File: config.mk
export PLATFORM = sky130hd
export DESIGN_NAME = accum_frame_flat
export DESIGN_NICKNAME = d
export VERILOG_FILES = /design/src/rtl/accum_frame_if.sv /design/src/rtl/accum_frame.sv /design/src/flat_wrapper.sv
export SDC_FILE = /design/constraint.sdc
export NUM_CORES = 1
export LEC_CHECK = 0
export CORE_MARGIN = 2
export CORE_UTILIZATION = 35
export DETAILED_ROUTE_END_ITERATION = 7
export PLACE_DENSITY_LB_ADDON = 0.3
export SLEW_MARGIN = 10
export SYNTH_ARGS = -nofsm -noshare
export SYNTH_HDL_FRONTEND = slang
export SYNTH_SLANG_ARGS = --single-unit
export TNS_END_PERCENT = 5
File: constraint.sdc
create_clock -name i_clk -period 3.92 [get_ports i_clk]
set_clock_uncertainty 0.15 [all_clocks]
set_input_delay 0.784 -clock i_clk [delete_from_list [all_inputs] [get_ports i_clk]]
set_output_delay 0.784 -clock i_clk [all_outputs]
set_load 0.05 [all_outputs]
File: src/rtl/accum_frame_if.sv
// Beat-input and frame-result handshake bundle for accum_frame.
interface accum_frame_if #(
    parameter int NB_DATA = 3,
    parameter int NB_ACC  = 2 * NB_DATA
);
    logic               i_valid;
    logic               o_ready;
    logic [NB_DATA-1:0] i_data1;
    logic [NB_DATA-1:0] i_data2;
    logic [1:0]         i_sel;
    logic               o_valid;
    logic               i_ready;
    logic [NB_ACC-1:0]  o_data;
    logic               o_overflow;

    modport slave (
        input  i_valid, i_data1, i_data2, i_sel, i_ready,
        output o_ready, o_valid, o_data, o_overflow
    );

    modport master (
        output i_valid, i_data1, i_data2, i_sel, i_ready,
        input  o_ready, o_valid, o_data, o_overflow
    );
endinterface

File: src/rtl/accum_frame.sv
// Framed, handshaked operand accumulator with sticky overflow.
// Define ACCUM_FRAME_SATURATE_EN to clamp at full scale instead of wrapping.
//
//  state  | meaning
//  IDLE   | waiting for i_start with non-zero i_len
//  ACC    | accepting beats (o_ready=1) until len beats counted
//  DONE   | frame sum presented (o_valid=1) until consumer takes it
module accum_frame #(
    parameter int NB_DATA = 3,
    parameter int NB_ACC  = 2 * NB_DATA,
    parameter int NB_CNT  = 4
) (
    input  logic              i_clk,
    input  logic              i_rst_n,
    input  logic              i_clear,
    input  logic              i_start,
    input  logic [NB_CNT-1:0] i_len,
    output logic              o_busy,
    accum_frame_if.slave      bus
);
    typedef enum logic [1:0] {S_IDLE, S_ACC, S_DONE} state_t;

    state_t              state_q, state_d;
    logic [NB_ACC-1:0]   acc_q, acc_d;
    logic [NB_CNT-1:0]   cnt_q, cnt_d;
    logic [NB_CNT-1:0]   len_q, len_d;
    logic                ovf_q, ovf_d;

    logic                start_ok;
    logic                beat;
    logic                last_beat;
    logic                handoff;
    logic [NB_DATA:0]    operand;
    logic [NB_ACC:0]     sum;

    assign start_ok  = (state_q == S_IDLE) && i_start && (i_len != '0);
    assign beat      = (state_q == S_ACC) && bus.i_valid;
    assign last_beat = beat && (cnt_q == (len_q - NB_CNT'(1)));
    assign handoff   = (state_q == S_DONE) && bus.i_ready;

    always_comb begin
        operand = '0;
        case (bus.i_sel)
            2'b00:   operand = {1'b0, bus.i_data2};
            2'b01:   operand = {1'b0, bus.i_data1} + {1'b0, bus.i_data2};
            2'b10:   operand = {1'b0, bus.i_data1};
            default: operand = '0;
        endcase
    end

    // Extra top bit of sum is the carry out of the NB_ACC-bit add.
    assign sum = {1'b0, acc_q} + {{(NB_ACC - NB_DATA){1'b0}}, operand};

    always_ff @(posedge i_clk or negedge i_rst_n) begin
        if (!i_rst_n) state_q <= S_IDLE;
        else          state_q <= state_d;
    end

    always_comb begin
        state_d = state_q;
        if (i_clear) begin
            state_d = S_IDLE;
        end else begin
            case (state_q)
                S_IDLE:  if (start_ok)  state_d = S_ACC;
                S_ACC:   if (last_beat) state_d = S_DONE;
                S_DONE:  if (handoff)   state_d = S_IDLE;
                default:                state_d = S_IDLE;
            endcase
        end
    end

    always_comb begin
        acc_d = acc_q;
        cnt_d = cnt_q;
        len_d = len_q;
        ovf_d = ovf_q;
        if (i_clear) begin
            acc_d = '0;
            cnt_d = '0;
            len_d = '0;
            ovf_d = 1'b0;
        end else if (start_ok) begin
            acc_d = '0;
            cnt_d = '0;
            len_d = i_len;
            ovf_d = 1'b0;
        end else if (beat) begin
            cnt_d = cnt_q + NB_CNT'(1);
            ovf_d = ovf_q | sum[NB_ACC];
`ifdef ACCUM_FRAME_SATURATE_EN
            // Once clamped, any further non-zero operand carries again, so it stays at full scale.
            acc_d = sum[NB_ACC] ? '1 : sum[NB_ACC-1:0];
`else
            acc_d = sum[NB_ACC-1:0];
`endif
        end
    end

    always_ff @(posedge i_clk or negedge i_rst_n) begin
        if (!i_rst_n) begin
            acc_q <= '0;
            cnt_q <= '0;
            len_q <= '0;
            ovf_q <= 1'b0;
        end else begin
            acc_q <= acc_d;
            cnt_q <= cnt_d;
            len_q <= len_d;
            ovf_q <= ovf_d;
        end
    end

    always_comb begin
        bus.o_ready    = (state_q == S_ACC);
        bus.o_valid    = (state_q == S_DONE);
        bus.o_data     = acc_q;
        bus.o_overflow = ovf_q;
        o_busy         = (state_q != S_IDLE);
    end
endmodule

File: src/flat_wrapper.sv
// flat-port wrapper written by rule: the top's interface ports become plain ports
module accum_frame_flat 
#(
    parameter int NB_DATA = 3,
    parameter int NB_ACC  = 2 * NB_DATA,
    parameter int NB_CNT  = 4
)
  (i_clk, i_rst_n, i_clear, i_start, i_len, o_busy, bus_i_valid, bus_i_data1, bus_i_data2, bus_i_sel, bus_i_ready, bus_o_ready, bus_o_valid, bus_o_data, bus_o_overflow);
  accum_frame_if #(.NB_DATA(NB_DATA), .NB_ACC(NB_ACC)) bus_i ();
  input  logic i_clk;
  input  logic i_rst_n;
  input  logic i_clear;
  input  logic i_start;
  input  logic [NB_CNT-1:0] i_len;
  output logic o_busy;
  input wire logic [$bits(bus_i.i_valid)-1:0] bus_i_valid;
  input wire logic [$bits(bus_i.i_data1)-1:0] bus_i_data1;
  input wire logic [$bits(bus_i.i_data2)-1:0] bus_i_data2;
  input wire logic [$bits(bus_i.i_sel)-1:0] bus_i_sel;
  input wire logic [$bits(bus_i.i_ready)-1:0] bus_i_ready;
  output wire logic [$bits(bus_i.o_ready)-1:0] bus_o_ready;
  output wire logic [$bits(bus_i.o_valid)-1:0] bus_o_valid;
  output wire logic [$bits(bus_i.o_data)-1:0] bus_o_data;
  output wire logic [$bits(bus_i.o_overflow)-1:0] bus_o_overflow;
  assign bus_i.i_valid = bus_i_valid;
  assign bus_i.i_data1 = bus_i_data1;
  assign bus_i.i_data2 = bus_i_data2;
  assign bus_i.i_sel = bus_i_sel;
  assign bus_i.i_ready = bus_i_ready;
  assign bus_o_ready = bus_i.o_ready;
  assign bus_o_valid = bus_i.o_valid;
  assign bus_o_data = bus_i.o_data;
  assign bus_o_overflow = bus_i.o_overflow;
  accum_frame #(.NB_DATA(NB_DATA), .NB_ACC(NB_ACC), .NB_CNT(NB_CNT)) u_core (.i_clk(i_clk), .i_rst_n(i_rst_n), .i_clear(i_clear), .i_start(i_start), .i_len(i_len), .o_busy(o_busy), .bus(bus_i));
endmodule
# Word-level counts from Yosys, hierarchy flattened
# Index checks and enable logic that the tools add are counted.
# W data, S select, Z words.
# totals
regBits	17
out_inout_bits	10
# classes
reduce_logical	12
add_sub_neg	4
mux	17
n_bitwise	1
eq_ne	8
# op_table
op	n
$mux W4	5
$mux W6	3
$pmux W4 S3	1
$ne A3 B2 Y1 const B	3
$mux W2	4
$add A6 B4 Y7	1
$pmux W2 S3	1
$logic_and A1 B1 Y1	5
$add A3 B3 Y4	1
$add A4 B1 Y4 const B	1
$eq A2 B1 Y1 const B	2
$eq A2 B2 Y1 const B	2
$eq A4 B4 Y1	1
$logic_not A2 Y1	2
$reduce_bool A2 Y1	2
$reduce_bool A4 Y1	1
$sub A4 B1 Y4 const B	1
$mux W1	3
$reduce_and A3 Y1	1
$reduce_bool A3 Y1	1
$or A1 B1 Y1	1

# Logic depth before layout (Yosys ltp)
# logic_depth
word_depth	7
ltp_mapped	10

# Worst setup path after synthesis
# Ideal clock, no wire load.
# synth_timing
kind	input -> register
startpoint	input port bus_i_data2[0]
endpoint	register u_core.acc_q[4] (netlist: u_core.bus.o_data[4])
path_slack_ps	1085
t_required_ps	3691
arrival_time_ps	2605
path_stages	9
path_cell_list	ha_1 -> fa_1 -> nand2_1 -> o21a_1 -> fa_1 -> nor2b_1 -> o21ai_0 -> a21oi_1 -> mux2i_1
# synth_via
elab_chain_len	6
# synth_rtl
item	line_no	source
start: declaration	flat_wrapper.sv:18	input wire logic [$bits(bus_i.i_data2)-1:0] bus_i_data2;
$add A3 B3 Y4	accum_frame.sv:45	2'b01: operand = {1'b0, bus.i_data1} + {1'b0, bus.i_data2};
$pmux W4 S3 (*)	accum_frame.sv:43	case (bus.i_sel)
$add A6 B4 Y7 (*)	accum_frame.sv:52	assign sum = {1'b0, acc_q} + {{(NB_ACC - NB_DATA){1'b0}}, operand};
$mux W6 (*)	accum_frame.sv:88	end else if (beat) begin
$mux W6 (*)	accum_frame.sv:83	end else if (start_ok) begin
$mux W6 (*)	accum_frame.sv:78	if (i_clear) begin
end signal: assignment	accum_frame.sv:102	acc_q <= '0;
end signal: assignment	accum_frame.sv:107	acc_q <= acc_d;
end: declaration	accum_frame.sv:24	logic [NB_ACC-1:0] acc_q, acc_d;
# Mark *: on every way between the ends. The rest lies on a longest branch, timed or not. The select of a mux whose other input is x is not followed.
# A chain may end at the register's enable or synchronous reset.

# Final worst setup path
# Same ends and word-level chain as after synthesis.

==> flow_metrics.tcl <==
set metrics [dict create \
    status "completed" \
    die_w_um 61.3 \
    cts_tree "built" \
    syn_nets 148 \
    num_rows 20 \
    vias_per_cell 4.91 \
    crit_path_top_delay_cell "fa_1" \
    overflow 0 \
    cp.buffers_inverters 1 \
    die_area_um2 3760 \
    drt_iter0_markers 14 \
    vias 943 \
    finalHoldViolCount 0 \
    crit_required_ns 3.98 \
    finalSetupTns_ns 0 \
    worst_setup_path_start_kind "input pin" \
    htreeDepth 1 \
    avgSynthCellArea_um2 9.66 \
    clk_path_buf_depth 2 \
    synthArstFlopShare 1.00 \
    max_freq_ghz 0.319 \
    grt_pass1_wl_mm 4.00 \
    synth-main-ff-cell "dfrtp_1" \
    rsz0062_at_grt "false" \
    syn_area_um2 1150 \
    finalMaxSlewViolations 0 \
    finalNetCount 178 \
    finalSetupViolCount 0 \
    cts_made_buffers 3 \
    synth_cell_types 33 \
    drt-wirelength-per-cell_um 12.5 \
    synth_top_area_share 0.370 \
    hold_class "register to register" \
    syn2layout_area_growth_pct 29.8 \
    crit_path_max_fanout 2 \
    grt_max_degree 18 \
    drv_cap 0 \
    start_util 0.374 \
    clock_latency_ns 0.28 \
    peakVddDrop_uv 162 \
    p_per_area_nw_per_um2 253 \
    relSlewSlack 0.484 \
    drive_above_1_share 0.0608 \
    leakage_nw 0.640 \
    critPathKind "input pin to register" \
    post-dp-hpwl_mm 1.92 \
    yosysWarnings 0 \
    io_pins 28 \
    grt_pass1_vias 947 \
    port_buffers 27 \
    track_usage 0.145 \
    cp_top_family "adder cells" \
    ant_nets 0 \
    synth_edf_count 0 \
    worst_pin_slew_ns 0.772 \
    syn_inst 119 \
    clkTransAtPathRegs_ns 0.10 \
    cp_common_cell "fa_1" \
    post-cts-setup-buffer-count 0 \
    fin_cells 192 \
    wl_mm 2.41 \
    synth_common_cells "dfrtp_1 (17), nand2_1 (11), a21oi_1 (10)" \
    fill_cells 320 \
    synth_area_leaders "dfrtp_1 (37%), ha_1 (9.8%), xnor2_1 (4.6%), a21oi_1 (4.4%), nand2_1 (3.6%)" \
    die_y_um 61.3 \
    cts_resized 0 \
    gp_congestion 0.759 \
    cp-end-kind "register" \
    hold_buffers 0 \
    diodes 0 \
    cpPeakStageDelay_ns 0.50 \
    fin_crit_ns 3.14 \
    critPathArrivalTime_ns 3.20 \
    core_area_um2 3080 \
    finalCritPeriodShare 0.800 \
    dp_cells 188 \
    ys_seq_area_frac 0.370 \
    cts_sinks 17 \
    yosysTopAreaCell "dfrtp_1" \
    ys_ff_latch 17 \
    crit_chain "clkdlybuf4s50_1 -> ha_1 -> fa_1 -> nand2_1 -> o21a_1 -> fa_1 -> nor2b_1 -> o21ai_0 -> a21oi_1 -> mux2i_1" \
    cts-root-buf "clkbuf_4" \
    dr.pass1.iters 4 \
    antenna_found_initial 0 \
    yosysMostFrequentCell "dfrtp_1" \
    remaining_drc_errors 0 \
]
[per-stage QoR]
step / util / total power [mW] / worst slack (ns) / instance area [um^2] / hold slack, ns
2_1_floorplan: - / 0.249 / 1.09 / 1150 / 0.338
3_3_place_gp: 0.476 / 0.286 / 0.561 / 1470 / 0.330
3_5_place_dp: 0.476 / 0.289 / 0.486 / 1470 / 0.353
4_1_cts: 0.485 / 0.383 / 0.767 / 1490 / 0.377
5_1_grt: 0.485 / 0.403 / 0.636 / 1490 / 0.396
6_report: 0.485 / 0.378 / 0.782 / 1490 / 0.383
[where the power goes]
group | internal [mW] | switching [mW] | total, mW | leakage (nW)
Clock | 0.0395 | 0.0533 | 0.0928 | 0.0150
Sequential | 0.180 | 0.00559 | 0.186 | 0.233
Combinational | 0.0481 | 0.0509 | 0.0990 | 0.392
[placed cells by master, fill, tap and decap left out]
cell	netlist	final
clkdlybuf4s50_1	0	27
dfrtp_1	17	17
nand2_1	11	11
a21oi_1	10	10
nor2_1	9	9
ha_1	9	9
inv_1	7	7
xnor2_1	6	6
nor2b_1	5	5
nand2b_1	5	5
mux2i_1	4	4
xor2_1	4	4
o21a_1	3	3
nor3_1	3	3
a22o_2	3	3
clkbuf_4	0	3
o21ai_0	2	2
nand3_1	2	2
a211o_1	2	2
fa_1	2	2
a21o_1	1	1
o22ai_1	1	1
and3b_1	1	1
o41a_1	1	1
a21oi_4	1	1
nand3b_1	1	1
or2_2	1	1
a211oi_2	1	1
o211ai_1	1	1
o31ai_1	1	1
a22o_1	1	1
o211a_1	1	1
nand4_1	1	1
clkbuf_1	1	1
[sequential cells by signal, indices dropped and copies added (netlist names)]
name / cells
u_core.state_q: 2
u_core.len_q: 4
u_core.bus.o_overflow: 1
u_core.cnt_q: 4
u_core.bus.o_data: 6
[final cells by class]
class	count	area, um^2	area share
multi-input cells	93	689	0.462
clock buffers	4	26.3	0.0176
repair buffers	27	270	0.181
inverters	7	26.3	0.0176
flip-flops and latches	17	425	0.285
well taps	44	55.1	0.0369
[metal layers]
layer,up-vias,track usage,part of all wire
met2,18,0.272,0.53
met3,2,0.0147,0.041
met5,-,0,0
li1,473,-,-
met1,450,0.164,0.42
met4,0,0.0683,0.0071
[final timing paths]
path,startpoint,end,slack [ns],cells past startpoint
hold reg to reg,u_core.bus.o_overflow,u_core.bus.o_overflow,0.38,1
setup / recovery,bus_i_data2[0],u_core.bus.o_data[4],0.78,10
min in group asynchronous,i_rst_n,u_core.cnt_q[3],0.79,1
setup reg to reg,u_core.bus.o_data[0],u_core.bus.o_data[4],2.04,7
max in group asynchronous,i_rst_n,u_core.cnt_q[2],2.35,1
hold / removal,u_core.bus.o_overflow,u_core.bus.o_overflow,0.38,1
[kinds of logic after synthesis]
family | synth area share
simple gates | 0.166
compound gates | 0.189
flops | 0.370
fa+ha+maj | 0.133
xor+xnor | 0.0762
buf+inv | 0.0305
mux | 0.0348
(Power assumes the default switching activity.)
